**config.mk**
```make
export PLATFORM = sky130hd
export DESIGN_NAME = pipe_hold_ctrl_flat
export DESIGN_NICKNAME = d
export VERILOG_FILES = /design/src/rtl/pipe_hold_ctrl_pkg.sv /design/src/rtl/pipe_hold_ctrl_if.sv /design/src/rtl/pipe_hold_ctrl_stall_watchdog.sv /design/src/rtl/pipe_hold_ctrl.sv /design/src/flat_wrapper.sv
export SDC_FILE = /design/constraint.sdc
export NUM_CORES = 1
export LEC_CHECK = 0
export CAP_MARGIN = 15
export CORE_MARGIN = 2
export CORE_UTILIZATION = 32
export CTS_CLUSTER_SIZE = 14
export DETAILED_ROUTE_END_ITERATION = 16
export GPL_TIMING_DRIVEN = 0
export PLACE_DENSITY = 0.83
export SLEW_MARGIN = 20
export SYNTH_ARGS = -nofsm -noshare
export SYNTH_HDL_FRONTEND = slang
export SYNTH_HIERARCHICAL = 1
export SYNTH_SLANG_ARGS = --single-unit
```
**constraint.sdc**
```tcl
create_clock -name Clk -period 2.5 [get_ports Clk]
set_input_delay 0.5 -clock Clk [delete_from_list [all_inputs] [get_ports Clk]]
set_output_delay 0.5 -clock Clk [all_outputs]
set_load 0.02 [all_outputs]
```
**src/rtl/pipe_hold_ctrl_pkg.sv**
```systemverilog
// Shared encodings for the pipeline hold controller: HoldFlag levels,
// interrupt-entry FSM states and the default watchdog limit.
package pipe_ctrl_pkg;

  localparam int HOLD_W          = 3;
  localparam int TIMEOUT_DEFAULT = 1024;

  typedef enum logic [HOLD_W-1:0] {
    HOLD_NONE  = 3'd0,
    HOLD_PC    = 3'd1,
    HOLD_IF    = 3'd2,
    HOLD_ID    = 3'd3,
    HOLD_EX    = 3'd4,
    HOLD_FLUSH = 3'd5
  } hold_e;

  typedef enum logic [1:0] {
    ST_IDLE     = 2'd0,
    ST_DRAIN    = 2'd1,
    ST_FLUSH    = 2'd2,
    ST_REDIRECT = 2'd3
  } ctrl_state_e;

  // Levels that freeze at least one stage without clearing anything.
  function automatic logic is_stall(input logic [HOLD_W-1:0] h);
    return (h >= HOLD_PC) && (h <= HOLD_EX);
  endfunction

endpackage

```
**src/rtl/pipe_hold_ctrl_if.sv**
```systemverilog
// Request/response bundle between the pipeline stages, the CLINT and the
// hold controller. The controller side uses the slave modport.
interface pipe_hold_ctrl_if #(
  parameter int DATA_W = 64,
  parameter int HOLD_W = 3
);
  logic              LoadUseReqFromId;
  logic              MulDivBusyFromEx;
  logic              JumpReqFromEx;
  logic [DATA_W-1:0] JumpAddrFromEx;
  logic              MemBusyFromMem;
  logic              IntReqFromClint;
  logic [DATA_W-1:0] IntVectorFromClint;
  logic              IntAckToClint;
  logic [HOLD_W-1:0] HoldFlagToPipe;
  logic              JumpFlagToPc;
  logic [DATA_W-1:0] JumpAddrToPc;
  logic              StallTimeout;
  logic              StallTimeoutClr;

  modport slave (
    input  LoadUseReqFromId, MulDivBusyFromEx, JumpReqFromEx, JumpAddrFromEx,
           MemBusyFromMem, IntReqFromClint, IntVectorFromClint, StallTimeoutClr,
    output IntAckToClint, HoldFlagToPipe, JumpFlagToPc, JumpAddrToPc, StallTimeout
  );

  modport master (
    output LoadUseReqFromId, MulDivBusyFromEx, JumpReqFromEx, JumpAddrFromEx,
           MemBusyFromMem, IntReqFromClint, IntVectorFromClint, StallTimeoutClr,
    input  IntAckToClint, HoldFlagToPipe, JumpFlagToPc, JumpAddrToPc, StallTimeout
  );
endinterface

```
**src/rtl/pipe_hold_ctrl_stall_watchdog.sv**
```systemverilog
// Counts consecutive stalled cycles and raises a sticky timeout flag when
// the count reaches TIMEOUT; an explicit clear beats a same-cycle set.
module stall_watchdog #(
  parameter int HOLD_W  = pipe_ctrl_pkg::HOLD_W,
  parameter int TIMEOUT = pipe_ctrl_pkg::TIMEOUT_DEFAULT,
  parameter int CNT_W   = 11
) (
  input  logic              Clk,
  input  logic              Rst,
  input  logic [HOLD_W-1:0] hold_i,
  input  logic              clr_i,
  output logic              timeout_o
);
  import pipe_ctrl_pkg::*;

  localparam logic [CNT_W-1:0] LIMIT = CNT_W'(TIMEOUT);

  logic [CNT_W-1:0] cnt_q, cnt_d;
  logic             flag_q, flag_d;

  always_comb begin
    cnt_d  = '0;
    flag_d = flag_q;
    if (is_stall(hold_i)) begin
      cnt_d = (cnt_q == LIMIT) ? cnt_q : cnt_q + 1'b1;
    end
    if (cnt_d == LIMIT) begin
      flag_d = 1'b1;
    end
    if (clr_i) begin
      flag_d = 1'b0;
    end
  end

  always_ff @(posedge Clk) begin
    if (!Rst) begin
      cnt_q  <= '0;
      flag_q <= 1'b0;
    end else begin
      cnt_q  <= cnt_d;
      flag_q <= flag_d;
    end
  end

  assign timeout_o = flag_q;

endmodule

```
**src/rtl/pipe_hold_ctrl.sv**
```systemverilog
// Central pipeline sequencing controller: merges stage stall/jump/interrupt
// requests into one HoldFlag level and runs the interrupt-entry sequence.
module pipe_hold_ctrl #(
  parameter int DATA_W  = 64,
  parameter int HOLD_W  = pipe_ctrl_pkg::HOLD_W,
  parameter int TIMEOUT = pipe_ctrl_pkg::TIMEOUT_DEFAULT,
  parameter int CNT_W   = 11
) (
  input  logic Clk,
  input  logic Rst,
  pipe_hold_ctrl_if.slave bus
);
  import pipe_ctrl_pkg::*;

  ctrl_state_e       state_q, state_d;
  hold_e             hold_d;
  logic              jump_d;
  logic [DATA_W-1:0] jaddr_d;
  logic              ack_q, ack_d;

  always_comb begin
    state_d = state_q;
    hold_d  = HOLD_NONE;
    jump_d  = 1'b0;
    jaddr_d = '0;
    ack_d   = 1'b0;
    unique case (state_q)
      ST_IDLE: begin
        if (bus.IntReqFromClint) begin
          hold_d  = HOLD_EX;
          state_d = bus.MemBusyFromMem ? ST_DRAIN : ST_FLUSH;
        end else if (bus.MemBusyFromMem) begin
          hold_d = HOLD_EX;
        end else if (bus.MulDivBusyFromEx) begin
          hold_d = HOLD_ID;
        end else if (bus.JumpReqFromEx) begin
          hold_d  = HOLD_FLUSH;
          jump_d  = 1'b1;
          jaddr_d = bus.JumpAddrFromEx;
        end else if (bus.LoadUseReqFromId) begin
          hold_d = HOLD_IF;
        end
      end
      ST_DRAIN: begin
        hold_d = HOLD_EX;
        if (!bus.MemBusyFromMem) begin
          state_d = ST_FLUSH;
        end
      end
      ST_FLUSH: begin
        hold_d  = HOLD_FLUSH;
        state_d = ST_REDIRECT;
      end
      ST_REDIRECT: begin
        hold_d  = HOLD_FLUSH;
        jump_d  = 1'b1;
        jaddr_d = bus.IntVectorFromClint;
        ack_d   = 1'b1;
        state_d = ST_IDLE;
      end
      default: state_d = ST_IDLE;
    endcase
    // Reset is synchronous, so quiet the combinational outputs while it is held.
    if (!Rst) begin
      hold_d  = HOLD_NONE;
      jump_d  = 1'b0;
      jaddr_d = '0;
      ack_d   = 1'b0;
    end
  end

  always_ff @(posedge Clk) begin
    if (!Rst) begin
      state_q <= ST_IDLE;
      ack_q   <= 1'b0;
    end else begin
      state_q <= state_d;
      ack_q   <= ack_d;
    end
  end

  assign bus.HoldFlagToPipe = hold_d;
  assign bus.JumpFlagToPc   = jump_d;
  assign bus.JumpAddrToPc   = jaddr_d;
  assign bus.IntAckToClint  = ack_q;

  stall_watchdog #(
    .HOLD_W (HOLD_W),
    .TIMEOUT(TIMEOUT),
    .CNT_W  (CNT_W)
  ) u_wdog (
    .Clk      (Clk),
    .Rst      (Rst),
    .hold_i   (hold_d),
    .clr_i    (bus.StallTimeoutClr),
    .timeout_o(bus.StallTimeout)
  );

endmodule

```
**src/flat_wrapper.sv**
```systemverilog
// flat-port wrapper written by rule: the top's interface ports become plain ports
module pipe_hold_ctrl_flat import pipe_ctrl_pkg::*;
#(
  parameter int DATA_W  = 64,
  parameter int HOLD_W  = pipe_ctrl_pkg::HOLD_W,
  parameter int TIMEOUT = pipe_ctrl_pkg::TIMEOUT_DEFAULT,
  parameter int CNT_W   = 11
)
  (Clk, Rst, bus_LoadUseReqFromId, bus_MulDivBusyFromEx, bus_JumpReqFromEx, bus_JumpAddrFromEx, bus_MemBusyFromMem, bus_IntReqFromClint, bus_IntVectorFromClint, bus_StallTimeoutClr, bus_IntAckToClint, bus_HoldFlagToPipe, bus_JumpFlagToPc, bus_JumpAddrToPc, bus_StallTimeout);
  pipe_hold_ctrl_if #(.DATA_W(DATA_W), .HOLD_W(HOLD_W)) bus_i ();
  input  logic Clk;
  input  logic Rst;
  input wire logic [$bits(bus_i.LoadUseReqFromId)-1:0] bus_LoadUseReqFromId;
  input wire logic [$bits(bus_i.MulDivBusyFromEx)-1:0] bus_MulDivBusyFromEx;
  input wire logic [$bits(bus_i.JumpReqFromEx)-1:0] bus_JumpReqFromEx;
  input wire logic [$bits(bus_i.JumpAddrFromEx)-1:0] bus_JumpAddrFromEx;
  input wire logic [$bits(bus_i.MemBusyFromMem)-1:0] bus_MemBusyFromMem;
  input wire logic [$bits(bus_i.IntReqFromClint)-1:0] bus_IntReqFromClint;
  input wire logic [$bits(bus_i.IntVectorFromClint)-1:0] bus_IntVectorFromClint;
  input wire logic [$bits(bus_i.StallTimeoutClr)-1:0] bus_StallTimeoutClr;
  output wire logic [$bits(bus_i.IntAckToClint)-1:0] bus_IntAckToClint;
  output wire logic [$bits(bus_i.HoldFlagToPipe)-1:0] bus_HoldFlagToPipe;
  output wire logic [$bits(bus_i.JumpFlagToPc)-1:0] bus_JumpFlagToPc;
  output wire logic [$bits(bus_i.JumpAddrToPc)-1:0] bus_JumpAddrToPc;
  output wire logic [$bits(bus_i.StallTimeout)-1:0] bus_StallTimeout;
  assign bus_i.LoadUseReqFromId = bus_LoadUseReqFromId;
  assign bus_i.MulDivBusyFromEx = bus_MulDivBusyFromEx;
  assign bus_i.JumpReqFromEx = bus_JumpReqFromEx;
  assign bus_i.JumpAddrFromEx = bus_JumpAddrFromEx;
  assign bus_i.MemBusyFromMem = bus_MemBusyFromMem;
  assign bus_i.IntReqFromClint = bus_IntReqFromClint;
  assign bus_i.IntVectorFromClint = bus_IntVectorFromClint;
  assign bus_i.StallTimeoutClr = bus_StallTimeoutClr;
  assign bus_IntAckToClint = bus_i.IntAckToClint;
  assign bus_HoldFlagToPipe = bus_i.HoldFlagToPipe;
  assign bus_JumpFlagToPc = bus_i.JumpFlagToPc;
  assign bus_JumpAddrToPc = bus_i.JumpAddrToPc;
  assign bus_StallTimeout = bus_i.StallTimeout;
  pipe_hold_ctrl #(.DATA_W(DATA_W), .HOLD_W(HOLD_W), .TIMEOUT(TIMEOUT), .CNT_W(CNT_W)) u_core (.Clk(Clk), .Rst(Rst), .bus(bus_i));
endmodule
```
==> impl_metrics.tcl, run 1 <==
set metrics [dict create \
    asyncSetResetFlopFracSynth_pct 0 \
    hold_path.class "flop to flop" \
    cts_bufs_inserted 3 \
    leakage_nw 1.833 \
    finalHoldWorstSlack_ns 0.4537 \
    vias 3283 \
    synth_ff_type "sky130_fd_sc_hd__dfxtp_1" \
    total_power_per_unit_cell_area_nw_per_um2 475.6 \
    antenna_found_initial 0 \
    final_hold_viol_count 0 \
    setup.worst_path.class "flop to output port" \
    register_area_um2 302.8 \
    drt_drc 0 \
    cp.required_ns 2.00 \
    worstSetupEndpointType "output port" \
    crit_path_top_delay_cell "sky130_fd_sc_hd__dfxtp_2" \
    achievable-frequency_mhz 416.9 \
    cts_tree "built" \
    vias_per_cell 5.012 \
    place_congestion 0.8704 \
    cpLargestDelayFamily "buffers and inverters" \
    cellInternalPower_w 0.001034 \
    total_overflow_reported_by_the_global_router 0 \
    detailed_place_hpwl_mm 8.303 \
    netlist.top_cell.by_area "sky130_fd_sc_hd__o21ai_2" \
    cts_root_buf "sky130_fd_sc_hd__clkbuf_8" \
    rsz0062_at_grt "false" \
    placement_row_count 30 \
    synthTopCellsByArea "sky130_fd_sc_hd__o21ai_2 19%, sky130_fd_sc_hd__nand3_1 15%, sky130_fd_sc_hd__dfxtp_1 13%, sky130_fd_sc_hd__nand2_1 11%, sky130_fd_sc_hd__o21ai_0 4.8%" \
    cts.hold.buffers_added 0 \
    area_delta_synth_final_pct 86.68 \
    antenna_left 0 \
    placed_cell_area_um2 4464 \
    combPwrFrac_pct 75.8 \
    synth_cell_types 45 \
    worstPathCellList "inv_2 -> ha_4 -> nor3b_4 -> nand3b_2 -> buf_6 -> buf_6 -> o21ai_2 -> buf_2" \
    place.detailed.instances 649 \
    number_of_buffer_and_inverter_stages_on_the_critical_path 4 \
    drt_pass1_iterations 4 \
    die-area_um2 7856 \
    total_switching_power_w 0.001001 \
    floorplan.initialDensity_pct 33.37 \
    finalInstanceArea_um2 4279 \
    die_height_um 88.64 \
    timing.critical_path.slowest_cell_delay_ns 0.35 \
    layout_min_cycle_time_ns 2.398 \
    synthesized_net_count 490 \
    drt-wirelength-per-cell_um 15.49 \
    skew_ns 0.001439 \
    count_of_input_and_output_buffers 205 \
    final_layout_size_suffix_gt1_share_pct 29.52 \
    finish.net_count 702 \
    pin_count_of_the_biggest_net_entering_global_routing 11 \
    clock_tree.htree_level_count 1 \
    synth_top_area_share_pct 18.72 \
    routed_wl_mm 10.14 \
    timing.final.setup_violations 0 \
    worst_setup_path_start_kind "flop" \
    first_global_vias 3083 \
    rr_worst_depth 9 \
    grt_use_total_pct 24.04 \
    peakVddDrop_uv 271.4 \
    seq_area_frac_synth_pct 13.10 \
    multi_input_area_um2 1792 \
    run_status "finished clean" \
    relSlewSlack_pct 68.67 \
    timing.max_cap.violations 0 \
    finalMaxSlewViolations 0 \
    die-width_um 88.64 \
    power.clock.fraction_pct 9.8 \
    synth_seq_cells 15 \
    standard_cell_core_area_um2 6869 \
    numClockSinks 15 \
    synth.yosys.warnings 6 \
    switching_share_pct 49.18 \
    antenna_cells_inserted 0 \
    detail_route.iter0.violations 201 \
    io-pin-count 206 \
    maximum_buffer_depth_of_the_clock_tree 2 \
    layout_worst_path_cycle_share_pct 95.94 \
    number_of_flops_mapped_to_enable_cells_by_yosys 0 \
    finalSetupTns_ns 0 \
    final_cell_count_no_fill 655 \
    path_clk_slew_ns 0.06 \
    p_seq_share_pct 14.4 \
    synthesis.area_um2 2292 \
    critical_path_depth 8 \
    cp_data_arrival_time_ns 1.90 \
    critical_path.max_fanout 10 \
    holdPathStages 2 \
    max_slew.worst_pin.slew_ns 0.4700 \
    worst_skew_pair.late_latency_ns 0.25 \
    wire_length_of_the_first_global_routing_pass_mm 15.11 \
    timing.critical_path.mode_cell "sky130_fd_sc_hd__buf_6" \
    syn_area_per_cell_um2 6.587 \
    netlist_instances 348 \
    nFillCells 668 \
]
## cell type report
type                    count  share of cell area (%)
plain buffers              32                   5.673
clock buffers               3                  0.9649
clock inverters             1                  0.1170
inverters                  10                  0.8772
multi-input cells         291                   41.87
flip-flops and latches     15                   7.076
well taps                  96                   2.807
repair buffers            207                   40.61
## synth_stat cells (all sizes together) (3+ instances only)
master	instances
a21oi	9
a311oi	3
buf	14
clkbuf	18
dfxtp	15
ha	6
inv	10
nand2	70
nand3	71
nand4	4
nor2	16
nor2b	5
o21ai	72
or3	3
xor2	5
## power by group through the flow
| stage | sequential, W | combinational, W | clock [W] |
|---|---|---|---|
| 6_report | 0.000293 | 0.00154 | 0.000200 |
| 5_1_grt | 0.000296 | 0.00168 | 0.000219 |
| 4_1_cts | 0.000289 | 0.00151 | 0.000205 |
| 3_5_place_dp | 0.000289 | 0.00145 | 0 |
| 3_3_place_gp | 0.000288 | 0.00142 | 0 |
| 2_1_floorplan | 0.000286 | 0.000863 | 0 |
## final timing paths
kind / slack, ns / startpoint / to
hold / removal: 0.45 / u_core/u_wdog/timeout_o$_SDFFE_PP0N_ / u_core/u_wdog/timeout_o$_SDFFE_PP0N_
hold reg to reg: 0.45 / u_core/u_wdog/timeout_o$_SDFFE_PP0N_ / u_core/u_wdog/timeout_o$_SDFFE_PP0N_
setup reg to reg: 0.23 / u_core/state_q[0]$_SDFFE_PN0P_ / u_core/u_wdog/timeout_o$_SDFFE_PP0N_
setup / recovery: 0.10 / u_core/state_q[0]$_SDFFE_PN0P_ / bus_JumpAddrToPc[45]
## routing by layer
layer	global-route usage, %	vias to the layer above	share of wire, %	wire [µm]
met4	6.061	0	2.2	221
met3	5.317	18	7.4	749
met1	27.65	1487	38	3845
met5	0	-	0	0
met2	44.64	131	53	5327
li1	-	1647	-	-
## cells by family (layout without fill, tap and decap cells)
logic type | after synthesis | after routing | share of synthesized area [%]
AND/OR/NAND/NOR | 184 | 184 | 39.96
AO/OA/AOI/OAI | 92 | 92 | 30.51
buffers and inverters | 42 | 253 | 9.606
flip-flops | 15 | 15 | 13.10
XOR/XNOR | 7 | 7 | 2.675
adder cells (fa/ha/maj) | 6 | 6 | 3.275
multiplexers | 2 | 2 | 0.8734
## stage by stage
step           power [W]  utilization, %  setup WS (ns)
2_1_floorplan   0.001148               -         0.2372
3_3_place_gp    0.001713           64.99        -0.8014
3_5_place_dp    0.001741           64.99        -0.8419
4_1_cts         0.002000           63.28       -0.04181
5_1_grt         0.002191           62.30       0.005480
6_report        0.002035           62.30         0.1016
## tightest hold or removal path: cells and delay by family, from the launching register on
kind | cells | cell delay, ns
flops | 1 | 0.31
compound gates | 1 | 0.05
simple gates | 1 | 0.05
## state kept, by name, summed over array words and instances, names as in the netlist
signal,flops
u_core/bus.IntAckToClint,1
u_core/state_q,2
u_core/u_wdog/cnt_q,11
u_core/u_wdog/timeout_o,1
## placed cells by master, fill, tap and decap left out, drive strengths merged, types with 2 or more instances in the layout
master / netlist / final
a21oi: 9 / 9
a311oi: 3 / 3
and4: 2 / 2
and4b: 2 / 2
buf: 14 / 80
clkbuf: 18 / 22
clkdlybuf4s50: 0 / 134
dfxtp: 15 / 15
dlygate4sd2: 0 / 5
ha: 6 / 6
inv: 10 / 10
mux2i: 2 / 2
nand2: 70 / 70
nand2b: 2 / 2
nand3: 71 / 71
nand4: 4 / 4
nor2: 16 / 16
nor2b: 5 / 5
nor3: 2 / 2
o2111ai: 2 / 2
o21ai: 72 / 72
o2bb2ai: 2 / 2
or3: 3 / 3
xnor2: 2 / 2
xor2: 5 / 5
## timing repair
item / 4_1_cts / 5_1_grt
endpoints found under the setup margin: 68 / 66
gates cloned: 0 / 1
gates resized for setup: 296 / 30
pin swaps: 1 / 0
buffers inserted: 0 / 1
Note: power is estimated with default switching activity, not from simulation.
==> run 2: changes to the inputs <==
Settings changed: CTS_CLUSTER_DIAMETER set to 120.
==> results of run 2 <==
Same layout as run 1: the final DEF is identical, and so are final timing and power.
